==> src/rtl/instr_encode.sv <==
// RV32I instruction encoder, two-stage valid/ready pipeline.
//
// S1 captures the request fields together with the immediate range check.
// S2 assembles the 32-bit word from the S1 fields. An illegal request
// delivers the canonical NOP (addi x0, x0, 0) with out_err set.
//
// Ports:
//   clk, rst_n           clock, asynchronous active-low reset
//   in_valid / in_ready  request handshake
//   in_fmt               0=R 1=I 2=S 3=B 4=U 5=J, 6/7 illegal
//   in_op .. in_rs2      RV32I instruction fields
//   in_imm               signed byte immediate as the decoder reconstructs it
//   out_valid/out_ready  result handshake
//   out_instr, out_err   encoded word and illegal-request flag
//   err_count            saturating count of delivered illegal words
module instr_encode (
  input  logic        clk,
  input  logic        rst_n,
  input  logic        in_valid,
  output logic        in_ready,
  input  logic [2:0]  in_fmt,
  input  logic [6:0]  in_op,
  input  logic [2:0]  in_funct3,
  input  logic [6:0]  in_funct7,
  input  logic [4:0]  in_rd,
  input  logic [4:0]  in_rs1,
  input  logic [4:0]  in_rs2,
  input  logic [31:0] in_imm,
  output logic        out_valid,
  input  logic        out_ready,
  output logic [31:0] out_instr,
  output logic        out_err,
  output logic [7:0]  err_count
);

  localparam logic [2:0]  FmtR = 3'd0;
  localparam logic [2:0]  FmtI = 3'd1;
  localparam logic [2:0]  FmtS = 3'd2;
  localparam logic [2:0]  FmtB = 3'd3;
  localparam logic [2:0]  FmtU = 3'd4;
  localparam logic [2:0]  FmtJ = 3'd5;
  localparam logic [31:0] Nop  = 32'h0000_0013;

  // S1 state
  logic        s1_valid_q;
  logic [2:0]  s1_fmt_q;
  logic [6:0]  s1_op_q;
  logic [2:0]  s1_funct3_q;
  logic [6:0]  s1_funct7_q;
  logic [4:0]  s1_rd_q;
  logic [4:0]  s1_rs1_q;
  logic [4:0]  s1_rs2_q;
  logic [31:0] s1_imm_q;
  logic        s1_err_q;

  // S2 state
  logic        s2_valid_q;
  logic [31:0] s2_instr_q;
  logic        s2_err_q;
  logic [7:0]  err_count_q;

  logic s2_adv;
  logic s1_adv;
  logic in_illegal;
  logic [31:0] word;

  assign s2_adv   = !s2_valid_q || out_ready;
  assign s1_adv   = !s1_valid_q || s2_adv;
  assign in_ready = s1_adv;

  // Immediate must be representable in the format's encoded field.
  always_comb begin
    in_illegal = 1'b0;
    case (in_fmt)
      FmtR:       in_illegal = 1'b0;
      FmtI, FmtS: in_illegal = (in_imm[31:11] != {21{in_imm[11]}});
      FmtB:       in_illegal = (in_imm[31:12] != {20{in_imm[12]}}) || in_imm[0];
      FmtU:       in_illegal = (in_imm[11:0] != 12'd0);
      FmtJ:       in_illegal = (in_imm[31:20] != {12{in_imm[20]}}) || in_imm[0];
      default:    in_illegal = 1'b1;
    endcase
  end

  always_comb begin
    word = Nop;
    case (s1_fmt_q)
      FmtR: word = {s1_funct7_q, s1_rs2_q, s1_rs1_q, s1_funct3_q, s1_rd_q, s1_op_q};
      FmtI: word = {s1_imm_q[11:0], s1_rs1_q, s1_funct3_q, s1_rd_q, s1_op_q};
      FmtS: word = {s1_imm_q[11:5], s1_rs2_q, s1_rs1_q, s1_funct3_q, s1_imm_q[4:0], s1_op_q};
      FmtB: word = {s1_imm_q[12], s1_imm_q[10:5], s1_rs2_q, s1_rs1_q, s1_funct3_q,
                    s1_imm_q[4:1], s1_imm_q[11], s1_op_q};
      FmtU: word = {s1_imm_q[31:12], s1_rd_q, s1_op_q};
      FmtJ: word = {s1_imm_q[20], s1_imm_q[10:1], s1_imm_q[11], s1_imm_q[19:12],
                    s1_rd_q, s1_op_q};
      default: word = Nop;
    endcase
  end

  always_ff @(posedge clk or negedge rst_n) begin
    if (!rst_n) begin
      s1_valid_q  <= 1'b0;
      s1_fmt_q    <= 3'd0;
      s1_op_q     <= 7'd0;
      s1_funct3_q <= 3'd0;
      s1_funct7_q <= 7'd0;
      s1_rd_q     <= 5'd0;
      s1_rs1_q    <= 5'd0;
      s1_rs2_q    <= 5'd0;
      s1_imm_q    <= 32'd0;
      s1_err_q    <= 1'b0;
    end else if (s1_adv) begin
      s1_valid_q <= in_valid;
      if (in_valid) begin
        s1_fmt_q    <= in_fmt;
        s1_op_q     <= in_op;
        s1_funct3_q <= in_funct3;
        s1_funct7_q <= in_funct7;
        s1_rd_q     <= in_rd;
        s1_rs1_q    <= in_rs1;
        s1_rs2_q    <= in_rs2;
        s1_imm_q    <= in_imm;
        s1_err_q    <= in_illegal;
      end
    end
  end

  // Output word only changes when a new item moves in, so it holds while stalled.
  always_ff @(posedge clk or negedge rst_n) begin
    if (!rst_n) begin
      s2_valid_q <= 1'b0;
      s2_instr_q <= Nop;
      s2_err_q   <= 1'b0;
    end else if (s2_adv) begin
      s2_valid_q <= s1_valid_q;
      if (s1_valid_q) begin
        s2_instr_q <= s1_err_q ? Nop : word;
        s2_err_q   <= s1_err_q;
      end
    end
  end

  always_ff @(posedge clk or negedge rst_n) begin
    if (!rst_n) begin
      err_count_q <= 8'd0;
    end else if (s2_valid_q && out_ready && s2_err_q && (err_count_q != 8'hFF)) begin
      err_count_q <= err_count_q + 8'd1;
    end
  end

  assign out_valid = s2_valid_q;
  assign out_instr = s2_instr_q;
  assign out_err   = s2_err_q;
  assign err_count = err_count_q;

endmodule

==> config.mk <==
export PLATFORM = sky130hd
export DESIGN_NAME = instr_encode
export DESIGN_NICKNAME = d
export VERILOG_FILES = /design/src/rtl/instr_encode.sv
export SDC_FILE = /design/constraint.sdc
export NUM_CORES = 1
export LEC_CHECK = 0
export CAP_MARGIN = 15
export CELL_PAD_IN_SITES_DETAIL_PLACEMENT = 0
export CELL_PAD_IN_SITES_GLOBAL_PLACEMENT = 1
export CORE_ASPECT_RATIO = 0.6
export CORE_MARGIN = 2
export CORE_UTILIZATION = 39
export CTS_CLUSTER_DIAMETER = 50
export DETAILED_ROUTE_END_ITERATION = 8
export PLACE_DENSITY_LB_ADDON = 0.1
export SLEW_MARGIN = 30
export SYNTH_ARGS = -nofsm -noshare
export SYNTH_HDL_FRONTEND = slang
export SYNTH_SLANG_ARGS = --single-unit
export TNS_END_PERCENT = 1
==> constraint.sdc <==
create_clock -name clk -period 1.65 [get_ports clk]
set_input_delay 0.2475 -clock clk [delete_from_list [all_inputs] [get_ports clk]]
set_output_delay 0.2475 -clock clk [all_outputs]
set_load 0.01 [all_outputs]
# Yosys cells after proc, flatten, opt, wreduce, memory -nomap -nowiden
# Index checks and enable logic that the tools add are counted.
dict set report op_classes {
  addsub 1
  n_eq_ne 14
  mux 3
  reduce_logical 15
}
# cell count
set ops {}
lappend ops {{$pmux W32 S6} 1}
lappend ops {{$mux W32} 1}
lappend ops {{$ne A20 B20 Y1} 1}
lappend ops {{$ne A19 B19 Y1} 1}
lappend ops {{$eq A3 B2 Y1 const B} 4}
lappend ops {{$eq A3 B3 Y1 const B} 4}
lappend ops {{$reduce_bool A12 Y1} 1}
lappend ops {{$ne A11 B11 Y1} 1}
lappend ops {{$add A8 B1 Y8 const B} 1}
lappend ops {{$ne A8 B8 Y1 const B} 1}
lappend ops {{$eq A3 B1 Y1 const B} 2}
lappend ops {{$logic_not A3 Y1} 2}
lappend ops {{$pmux W1 S5} 1}
lappend ops {{$logic_or A1 B1 Y1} 4}
lappend ops {{$reduce_and A2 Y1} 2}
lappend ops {{$logic_and A1 B1 Y1} 3}
lappend ops {{$logic_not A1 Y1} 2}
lappend ops {{$reduce_or A2 Y1} 1}
dict set report totals {
  register_bits 111
  inputBits 71
  output_inout_bits 43
  elab_cells 47
}

# Depth between registers and ports, before layout
# Gate-level depths: netlist (run 1).
dict set report depth {
  ltp_word 4
  depth_mapped 6
}

# Worst setup path after synthesis (run 1)
# No wires, ideal clock.
dict set report synth_path {
  path_type {reg2reg}
  start {reg s2_valid_q (netlist: out_valid)}
  end {reg s1_funct3_q[0]}
  arrival_ps 1515
  required_ps 1525
  slack_ps 10
  stages_incl_launch_ff 6
  path_buffers 2
  synth_period_minus_slack_ps 1640
  path_cell_list {dfrtp_1 > nand3b_1 > and2_1 > buf_2 > buf_2 > mux2_2}
}
dict set report synth_via {
  elab_chain_len 4
}
# item line_no
set synth_rtl {}
lappend synth_rtl {{start: declaration} 57} ;# logic s2_valid_q;
lappend synth_rtl {{start signal: assignment} 134} ;# s2_valid_q <= s1_valid_q;
lappend synth_rtl {{$logic_not A1 Y1} 67} ;# assign s2_adv = !s2_valid_q || out_ready;
lappend synth_rtl {{$logic_or A1 B1 Y1} 67}
lappend synth_rtl {{$logic_or A1 B1 Y1} 68} ;# assign s1_adv = !s1_valid_q || s2_adv;
lappend synth_rtl {{via in_ready} 20} ;# output logic in_ready,
lappend synth_rtl {{$reduce_and A2 Y1 (no line)} --}
lappend synth_rtl {{end signal: assignment} 116} ;# s1_funct3_q <= in_funct3;
lappend synth_rtl {{end: declaration} 48} ;# logic [2:0] s1_funct3_q;
# The timed path passes the listed nets, and every way through them passes these cells.
# A chain may end at the register's enable or synchronous reset.

# Worst setup path in the final report (run 1)
dict set report layout_path {
  start {in in_imm[20]}
  end {reg s1_err_q}
}
dict set report layout_via {
  elab_chain_len 3
  elab_cells_between_ends 6
}
# item line_no
set layout_rtl {}
lappend layout_rtl {{start: declaration} 28} ;# input logic [31:0] in_imm,
lappend layout_rtl {{$ne A19 B19 Y1 or $ne A11 B11 Y1 (tied branches)} {77, 79}}
lappend layout_rtl {{$logic_or A1 B1 Y1, on equally long branches} {77, 79}}
lappend layout_rtl {{$pmux W1 S5 (*)} 74} ;# case (in_fmt)
lappend layout_rtl {{end signal: assignment} 122} ;# s1_err_q <= in_illegal;
lappend layout_rtl {{end: declaration} 54} ;# logic s1_err_q;
# Mark *: on every way between the ends. The rest lies on a longest branch, timed or not.

==> out/qor.yml, run 1 <==
power:
  switching_share_pct: 28.8
  p_int_mw: 5.42
  p_total_mw: 7.61
  clockPowerShare_pct: 27.5
  p_leak_nw: 2.99
  vdd_ir_drop_max_mv: 0.676
  power_frac_seq_pct: 46.2
  powerDensity_mw_per_mm2: 1090
  p_comb_share_pct: 26.3
  p_sw_mw: 2.19
clock_network:
  clock_path_buffers: 2
  cts_made_buffers: 9
  htree_levels: 3
  cts_root_buffer: "clkbuf_16"
  cts_tree: "yes"
  clkLatencyLatePin_ns: 0.35
  cts.sinks: 111
  clk_pin_slew_ns: 0.07
critical_path:
  critPathKind: "input port to register"
  critPathLaunchType: "input port"
  crit_path_start: "in_imm[20]"
  arrival_ns: 1.82
  r2r_slack_ns: 0.14
  r2r-start: "s1_valid_q"
  crit_end: "s1_err_q"
  cp_max_fo: 2
  cp.depth: 6
  worstPathCellList: "clkdlybuf4s50_1 -> or4_4 -> and4b_1 -> o21ai_1 -> o221ai_2 -> o2111ai_1"
  crit_required_ns: 1.86
  critPathMaxStageDelay_ns: 0.55
  worstPathBufferInverterCount: 1
  crit_family: "simple AND/OR/NAND/NOR gates"
  critPathSlowestCell: "or4_4"
  worst_r2r_endpoint: "s1_imm_q[25]"
  r2r_cells: 5
  cp-end-kind: "register"
sta:
  layout_setup_ws_ns: 0.0366
  finalSetupViolations: 0
  finalHoldViolations: 0
  worstMarginPinSlew_ns: 0.479
  final-max-slew-violation-count: 0
  finClkSkew_ns: 0.0117
  timing.final.crit_share_pct: 97.8
  layout_min_cycle_time_ns: 1.61
  final.setup.tns_ns: 0
  relSlewSlack_pct: 68.0
  rsz0062_at_grt: "no"
  max_freq_mhz: 620
global_routing:
  antenna_found_initial: 0
  grt-ovfl-total: 0
  grt_max_degree: 42
  grt.total_usage_pct: 20.7
  grt_pass1_vias: 3994
  grt_pass1_wl_microns: 21700
floorplan:
  die_w_microns: 149
  die-area_sq_mm: 0.0135
  pin_count: 114
  die_h_microns: 90.8
  coreArea_sq_mm: 0.0121
  floorplan.initialDensity_pct: 40.3
  num_rows: 31
placed_design:
  place_hpwl_microns: 9930
  portBuffers: 113
  dp_slack_ns: -0.380
  dpl_cell_area_sq_mm: 0.00664
  gp_congestion: 0.867
drt:
  drtPass1Iterations: 4
  via_per_inst: 5.20
  drcViolationCount: 0
  vias: 3864
  routed_wl_microns: 13300
  drtIter0Drc: 173
  wl_per_cell_microns: 17.9
  drtAntennaViolNets: 0
cells_and_area:
  multi_input_area_sq_mm: 0.00202
  antenna_cells: 0
  final_common_cell: "dfrtp_1"
  fin_nets: 645
  layout-area-overhead-vs-synth_pct: 42.7
  nFillCells: 1043
  fin_area_sq_mm: 0.00698
  drive_gt1_share_pct: 26.8
  layout_common_cells: "106 x dfrtp_1, 100 x clkdlybuf4s50_1, 68 x mux2_2"
  seq_area_sq_mm: 0.00278
synth:
  synthTopCellsByArea: "dfrtp_1 55%, mux2_2 16%, a22oi_1 3.5%"
  synth_top_area_share_pct: 55.2
  syn_nets: 482
  netlist_instances: 410
  synthesis.area_sq_mm: 0.00489
  synth_ff_type: "dfrtp_1"
  synth-seq-cells: 111
  synth_edf_count: 0
  async_flop_share_pct: 100
  avgSynthCellArea_sq_um: 11.9
  synth.distinct_cells: 43
  ys_warn_count: 0
  yosys.area.top_type: "dfrtp_1"
  synth_seq_area_share_pct: 56.9
flow_run:
  maxCapViolCount: 0
outcome:
  status: "complete, no violations"
worst_hold_path:
  hp-class: "input port to register"
[power groups by stage]
stage                     sequential (mW)  combinational (mW)  clock, mW
after floorplan                      3.57               0.857          0
final                                3.52                2.00       2.09
after global placement               3.55                1.99          0
after global routing                 3.57                2.20       2.26
after CTS                            3.51                2.02       2.15
after detailed placement             3.56                2.01          0
[layer usage]
| layer | share of wire (%) | GRT usage [%] |
|---|---|---|
| met1 | 51 | 31.7 |
| met3 | 5.5 | 5.45 |
| met2 | 43 | 29.4 |
| met5 | 0 | 0 |
| met4 | 1.1 | 4.60 |
[timing repair]
| item | CTS | global route |
|---|---|---|
| endpoints found under the hold margin | 26 | 0 |
| pin swaps | 1 | 7 |
| resized for setup | 5 | 13 |
| gates cloned | 0 | 0 |
| hold buffers | 1 | 0 |
| setup buffers | 2 | 1 |
| setup endpoints to repair | 5 | 26 |
[worst min path at each step]
stage | start | end | cells past startpoint
global route | in_imm[23] | s1_imm_q[23] | 2
detailed placement | rst_n | s1_op_q[5] | 1
CTS | rst_n | s1_op_q[5] | 2
finish | in_imm[30] | s1_imm_q[30] | 2
global placement | rst_n | out_instr[5] | 1
floorplan | rst_n | err_count[0] | 0
[state kept, by name (all words and copies together) (netlist names), 3 cells and up]
register / cells
s1_funct7_q: 7
s1_funct3_q: 3
s1_imm_q: 32
s1_rs1_q: 5
s1_rs2_q: 5
s1_op_q: 7
out_instr: 32
s1_rd_q: 5
s1_fmt_q: 3
err_count: 8
[metrics by stage]
| step | util (%) | hold slack, ns | std cells |
|---|---|---|---|
| after floorplan | - | -0.0481 | 410 |
| after global routing | 57.5 | 0.248 | 743 |
| after detailed placement | 54.7 | 0.213 | 723 |
| final | 57.5 | 0.233 | 743 |
| after global placement | 54.7 | 0.209 | 723 |
| after CTS | 57.2 | 0.392 | 742 |
[cells by family after synthesis]
logic type | share of synthesized area (%)
buffers and inverters | 2.22
adder cells (fa/ha/maj) | 0.256
multiplexers | 16.1
XOR/XNOR | 1.43
flip-flops | 56.9
AND/OR/NAND/NOR | 10.2
AO/OA/AOI/OAI | 13.0
[synth_stat cells, types with 5 or more instances]
master / count
dfrtp_1: 108
mux2_2: 68
nand2_1: 37
a22oi_1: 23
o21ai_0: 22
a21oi_1: 19
nor2_1: 13
clkbuf_1: 12
nor2b_1: 12
a22o_1: 10
buf_2: 9
nor4_1: 8
o22ai_1: 7
nand4_1: 6
xnor2_1: 5
[cell type report]
cell class	instances	area share, %
clock buffer	11	3.48
clock inverter	5	0.573
inverter	4	0.215
multi-input combinational	273	28.9
sequential	111	39.9
tap	165	2.96
timing repair buffer	174	24.0
No activity file was read; power rests on OpenSTA's default activity.
==> run 2, diff against run 1 <==
- clock period: 1.65 -> 1.5 ns (I/O delays scaled with it)
==> out/qor.yml, run 2 (same netlist as run 1, synthesis figures left out) <==
critical_path:
  worst_r2r_endpoint: "s1_rd_q[3]"  # was s1_imm_q[25]
  crit_end: "s1_rd_q[3]"  # was s1_err_q
  critPathKind: "register to register"  # was input port to register
  arrival_ns: 1.73  # was 1.82 ns
  crit_path_start: "out_valid"  # was in_imm[20]
  crit_required_ns: 1.73  # was 1.86 ns
  cp_max_fo: 27  # was 2
  critPathLaunchType: "register"  # was input port
  r2r_slack_ns: 0.002  # was 0.14 ns
  r2r_cells: 5  # unchanged
  r2r-start: "out_valid"  # was s1_valid_q
  cp-end-kind: "register"  # unchanged
placed_design:
  dp_cells: 740  # was 723
  portBuffers: 113  # unchanged
  place_hpwl_microns: 9940  # was 9930 microns
  gp_congestion: 0.826  # was 0.867
  dp_slack_ns: -0.498  # was -0.380 ns
  dpl_cell_area_sq_mm: 0.00677  # was 0.00664 sq mm
sta:
  finalHoldViolations: 0  # unchanged
  rsz0062_at_grt: "yes"  # was no
  layout_min_cycle_time_ns: 1.50
  worstMarginPinSlew_ns: 0.441  # was 0.479 ns
  finalSetupViolations: 0  # unchanged
  timing.final.crit_share_pct: 99.9
  max_freq_mhz: 667
  relSlewSlack_pct: 70.4  # was 68.0%
  final-max-slew-violation-count: 0  # unchanged
  layout_setup_ws_ns: 0.00165  # was 0.0366 ns
  finClkSkew_ns: 0.00818  # was 0.0117 ns
floorplan:
  die_w_microns: 149  # unchanged
  pin_count: 114  # unchanged
  die-area_sq_mm: 0.0135  # unchanged
  die_h_microns: 90.8  # unchanged
  coreArea_sq_mm: 0.0121  # unchanged
  num_rows: 31  # unchanged
  floorplan.initialDensity_pct: 40.3  # unchanged
drt:
  drtPass1Iterations: 4  # unchanged
  wl_per_cell_microns: 17.5  # was 17.9 microns
  vias: 3931  # was 3864
  drtAntennaViolNets: 0  # unchanged
  routed_wl_microns: 13300  # about the same
  drtIter0Drc: 165  # was 173
  drcViolationCount: 0  # unchanged
  via_per_inst: 5.17  # was 5.20
cells_and_area:
  nFillCells: 1023  # was 1043
  layout_common_cells: "108 x dfrtp_1, 70 x buf_4, 68 x clkdlybuf4s50_1"  # was 106 x dfrtp_1, 100 x clkdlybuf4s50_1, 68 x mux2_2
  fin_util_pct: 60.1  # was 57.5%
  fin_area_sq_mm: 0.00730  # was 0.00698 sq mm
  fin_cells: 760  # was 743
  final_common_cell: "dfrtp_1"  # unchanged
  layout-area-overhead-vs-synth_pct: 49.2  # was 42.7%
  antenna_cells: 0  # unchanged
  fin_nets: 662  # was 645
  drive_gt1_share_pct: 31.6  # was 26.8%
clock_network:
  clk_pin_slew_ns: 0.07  # about the same
  clkLatencyLatePin_ns: 0.35  # about the same
  cts.sinks: 111  # unchanged
  htree_levels: 3  # unchanged
  cts_made_buffers: 9  # unchanged
  cts_root_buffer: "clkbuf_16"  # unchanged
  clock_path_buffers: 2  # unchanged
  cts_tree: "yes"  # unchanged
global_routing:
  grt_pass1_wl_microns: 20900  # was 21700 microns
  antenna_found_initial: 0  # unchanged
  grt_max_degree: 59  # was 42
  grt_pass1_vias: 3880  # was 3994
  grt-ovfl-total: 0  # unchanged
  grt.total_usage_pct: 19.9  # was 20.7%
flow_run:
  maxCapViolCount: 0  # unchanged
power:
  vdd_ir_drop_max_mv: 0.574  # was 0.676 mV
  powerDensity_mw_per_mm2: 1170  # was 1090 mW/mm^2
  p_leak_nw: 3.49  # was 2.99 nW
  p_total_mw: 8.51  # was 7.61 mW
worst_hold_path:
  hp-class: "input port to register"  # unchanged
outcome:
  status: "complete, no violations"  # unchanged
[run 2: cell types whose count changed in the layout (fill, tap and decap cells not counted), moves of 4 or more]
cell	delta
mux2_2	-20
dlymetal6s2s_1	+18
mux2_4	+20
nor4_2	+4
buf_4	+15
clkdlybuf4s50_1	-32
nor4_1	-4
dlygate4sd2_1	+12
[run 2: worst min path at each step]
stage	cells past startpoint	end	startpoint	slack, ns
global route	3	s1_imm_q[23]	in_imm[23]	0.29
CTS	3	s1_funct7_q[3]	rst_n	0.42
global placement	2	s1_funct7_q[3]	rst_n	0.25
finish	3	s1_imm_q[26]	in_imm[26]	0.28
floorplan	0	err_count[0]	rst_n	-0.07
detailed placement	2	s1_funct7_q[3]	rst_n	0.25
[run 2: layout make-up]
type                       count  area, sq um  share of cell area, %
sequential                   111         2780                   38.1
clock inverter                 5         41.3                  0.566
timing repair buffer         191         1840                   25.2
clock buffer                  11          243                   3.32
tap                          165          206                   2.83
multi-input combinational    273         2170                   29.8
inverter                       4         15.0                  0.206
[run 2: worst max-delay path, stage by stage, from the launching register on]
cell and delay [ns]:
dfrtp_1 0.39, nand3b_1 0.14, buf_6 0.13, and2_4 0.15
buf_12 0.21, mux2_2 0.36
[run 2: power by group]
group | internal (mW) | switching (mW) | total (mW)
clock | 1.19 | 1.08 | 2.27
sequential | 3.49 | 0.333 | 3.83
combinational | 1.36 | 1.05 | 2.41
total | 6.04 | 2.47 | 8.51
[run 2: timing repair]
item,4_1_cts,5_1_grt
resized for setup,22,68
hold endpoints to repair,108,0
hold buffers,1,0
setup buffers,1,2
pin swaps,2,15
endpoints found under the setup margin,30,106
[run 2: per-stage QoR]
| step | hold WS (ns) | setup TNS, ns |
|---|---|---|
| 2_1_floorplan | -0.0706 | -1.49 |
| 3_3_place_gp | 0.250 | -25.40 |
| 3_5_place_dp | 0.254 | -26.23 |
| 4_1_cts | 0.424 | -0.133 |
| 5_1_grt | 0.289 | -2.43 |
| 6_report | 0.278 | 0 |
[run 2: layer usage]
layer  wire, microns  track usage, %  vias to the layer above
met5               0               0                        -
met4              80            3.41                        0
met3             791            4.55                        9
met2            5500            27.9                      109
met1            6930            31.4                     1945
li1                -               -                     1868
==> run 3, diff against run 2 <==
- CORE_UTILIZATION: 39 -> 25
==> out/qor.yml, run 3 (same netlist as run 1, synthesis figures left out) <==
outcome:
  status: "finished, violations left"  # was complete, no violations
  violations: "setup timing"
placed_design:
  dp_slack_ns: -0.530  # was -0.498 ns
  portBuffers: 113  # unchanged
  place_hpwl_microns: 11600  # was 9940 microns
  gp_congestion: 0.811  # was 0.826
sta:
  final.setup.tns_ns: -0.00583  # was 0 ns
  max_freq_mhz: 664  # was 667 MHz
  finalSetupViolations: 1  # was 0
  layout_min_cycle_time_ns: 1.51  # was 1.50 ns
  relSlewSlack_pct: 68.0  # was 70.4%
  finClkSkew_ns: 0.00907  # was 0.00818 ns
  finalHoldViolations: 0  # unchanged
  rsz0062_at_grt: "yes"  # unchanged
  timing.final.crit_share_pct: 100  # was 99.9%
  worstMarginPinSlew_ns: 0.480  # was 0.441 ns
  layout_setup_ws_ns: -0.00583  # was 0.00165 ns
  final-max-slew-violation-count: 0  # unchanged
power:
  p_int_mw: 6.25  # was 6.04 mW
  vdd_ir_drop_max_mv: 0.510  # was 0.574 mV
  p_comb_share_pct: 27.8  # was 28.3%
  clockPowerShare_pct: 29.0  # was 26.7%
  powerDensity_mw_per_mm2: 1180  # was 1170 mW/mm^2
  p_total_mw: 8.86  # was 8.51 mW
  switching_share_pct: 29.4  # was 29.0%
  p_sw_mw: 2.61  # was 2.47 mW
  p_leak_nw: 3.52  # was 3.49 nW
  power_frac_seq_pct: 43.2  # was 45.0%
critical_path:
  cp_max_fo: 5  # was 27
  critPathKind: "register to register"  # unchanged
  arrival_ns: 1.75  # was 1.73 ns
  cp-end-kind: "register"  # unchanged
  crit_family: "flip-flops"  # unchanged
  critPathLaunchType: "register"  # unchanged
  crit_required_ns: 1.74  # was 1.73 ns
  critPathSlowestCell: "dfrtp_1"  # unchanged
  critPathMaxStageDelay_ns: 0.39  # about the same
  worstPathBufferInverterCount: 1  # was 2
  worstPathCellList: "ha_2 -> nand3_2 -> o2111a_2 -> nand4_1 -> buf_4 -> xnor2_1"  # was nand3b_1 -> buf_6 -> and2_4 -> buf_12 -> mux2_2
drt:
  wl_per_cell_microns: 17.4  # was 17.5 microns
  routed_wl_microns: 15100  # was 13300 microns
  drtPass1Iterations: 4  # unchanged
  vias: 3958  # was 3931
  drcViolationCount: 0  # unchanged
  drtAntennaViolNets: 0  # unchanged
  drtIter0Drc: 224  # was 165
  via_per_inst: 4.55  # was 5.17
global_routing:
  grt_pass1_wl_microns: 23600  # was 20900 microns
  grt_max_degree: 49  # was 59
  grt_pass1_vias: 3989  # was 3880
  grt.total_usage_pct: 15.1  # was 19.9%
  grt-ovfl-total: 0  # unchanged
  antenna_found_initial: 0  # unchanged
clock_network:
  htree_levels: 3  # unchanged
  clk_pin_slew_ns: 0.08  # was 0.07 ns
  cts_tree: "yes"  # unchanged
  cts_made_buffers: 9  # unchanged
  clkLatencyLatePin_ns: 0.35  # about the same
  cts_root_buffer: "clkbuf_16"  # unchanged
  cts.sinks: 111  # unchanged
  clock_path_buffers: 2  # unchanged
floorplan:
  coreArea_sq_mm: 0.0191  # was 0.0121 sq mm
  num_rows: 39  # was 31
  die-area_sq_mm: 0.0207  # was 0.0135 sq mm
  die_w_microns: 185  # was 149 microns
  die_h_microns: 112  # was 90.8 microns
  pin_count: 114  # unchanged
  floorplan.initialDensity_pct: 25.6  # was 40.3%
cells_and_area:
  layout_common_cells: "106 x dfrtp_1, 75 x buf_4, 67 x mux2_2"  # was 108 x dfrtp_1, 70 x buf_4, 68 x clkdlybuf4s50_1
  layout-area-overhead-vs-synth_pct: 53.9  # was 49.2%
  fin_nets: 671  # was 662
  drive_gt1_share_pct: 33.3  # was 31.6%
  final_common_cell: "dfrtp_1"  # unchanged
  antenna_cells: 0  # unchanged
worst_hold_path:
  hp-class: "input port to register"  # unchanged
flow_run:
  maxCapViolCount: 0  # unchanged
==> run 3: cell count changes in the layout (fill, tap and decap cells not counted), sizes merged <==
| cell | delta |
|---|---|
| buf | +9 |
| dlygate4sd2 | +9 |
| clkdlybuf4s50 | -8 |
| clkbuf | -2 |
| bufinv | +1 |
| clkdlybuf4s15 | +1 |
| clkinv | +1 |
| clkinvlp | -1 |
| dlymetal6s2s | -1 |
==> run 3: final cells by class <==
class	instances	area [sq um]
multi-input cells	273	2130
clock buffers	10	239
clock inverters	6	88.8
well taps	266	333
repair buffers	200	1940
flip-flops and latches	111	2780
inverters	4	18.8
fillers	1883	11500
==> run 3: worst paths after layout <==
path | startpoint | to | slack [ns] | depth (start not counted)
hold / removal | in_imm[26] | s1_imm_q[26] | 0.26 | 3
setup / recovery | err_count[1] | err_count[3] | -0.006 | 6
hold reg to reg | out_instr[11] | out_instr[11] | 0.48 | 2
min in group asynchronous | rst_n | s1_op_q[2] | 0.42 | 3
setup reg to reg | err_count[1] | err_count[3] | -0.006 | 6
max in group asynchronous | rst_n | s1_fmt_q[0] | 0.61 | 3
==> run 3: stage by stage <==
step	cells	utilization (%)	instance area [sq um]	hold slack [ns]
2_1_floorplan	410	-	4920	-0.0706
3_3_place_gp	846	36.5	6960	0.258
3_5_place_dp	846	36.5	6960	0.255
4_1_cts	864	38.2	7290	0.434
5_1_grt	870	39.5	7530	0.268
6_report	870	39.5	7530	0.258
==> run 3: tightest hold or removal path, cell delays in order <==
cell and delay, ns:
dlymetal6s2s_1 0.10, buf_4 0.11, mux2_2 0.13
==> run 3: per-layer routing <==
| layer | track usage [%] | vias to the layer above | wire length (microns) |
|---|---|---|---|
| met4 | 2.77 | 0 | 105 |
| met5 | 0 | - | 0 |
| met1 | 24.7 | 1946 | 8130 |
| li1 | - | 1884 | - |
| met2 | 19.9 | 119 | 5890 |
| met3 | 3.31 | 9 | 984 |
==> run 3: repair_timing <==
action | 4_1_cts | 5_1_grt
gates resized for setup | 31 | 56
buffers inserted | 1 | 6
endpoints found under the hold margin | 105 | 0
pin swaps | 1 | 12
hold buffers | 1 | 0
setup endpoints to repair | 50 | 99
==> run 3: power by group through the flow <==
stage                     Combinational, mW  Clock, mW  Sequential, mW
after detailed placement               2.46          0            3.89
after CTS                              2.37       2.67            3.83
final                                  2.47       2.57            3.83
after global placement                 2.43          0            3.87
after floorplan                       0.957          0            3.92
after global routing                   2.69       2.78            3.90
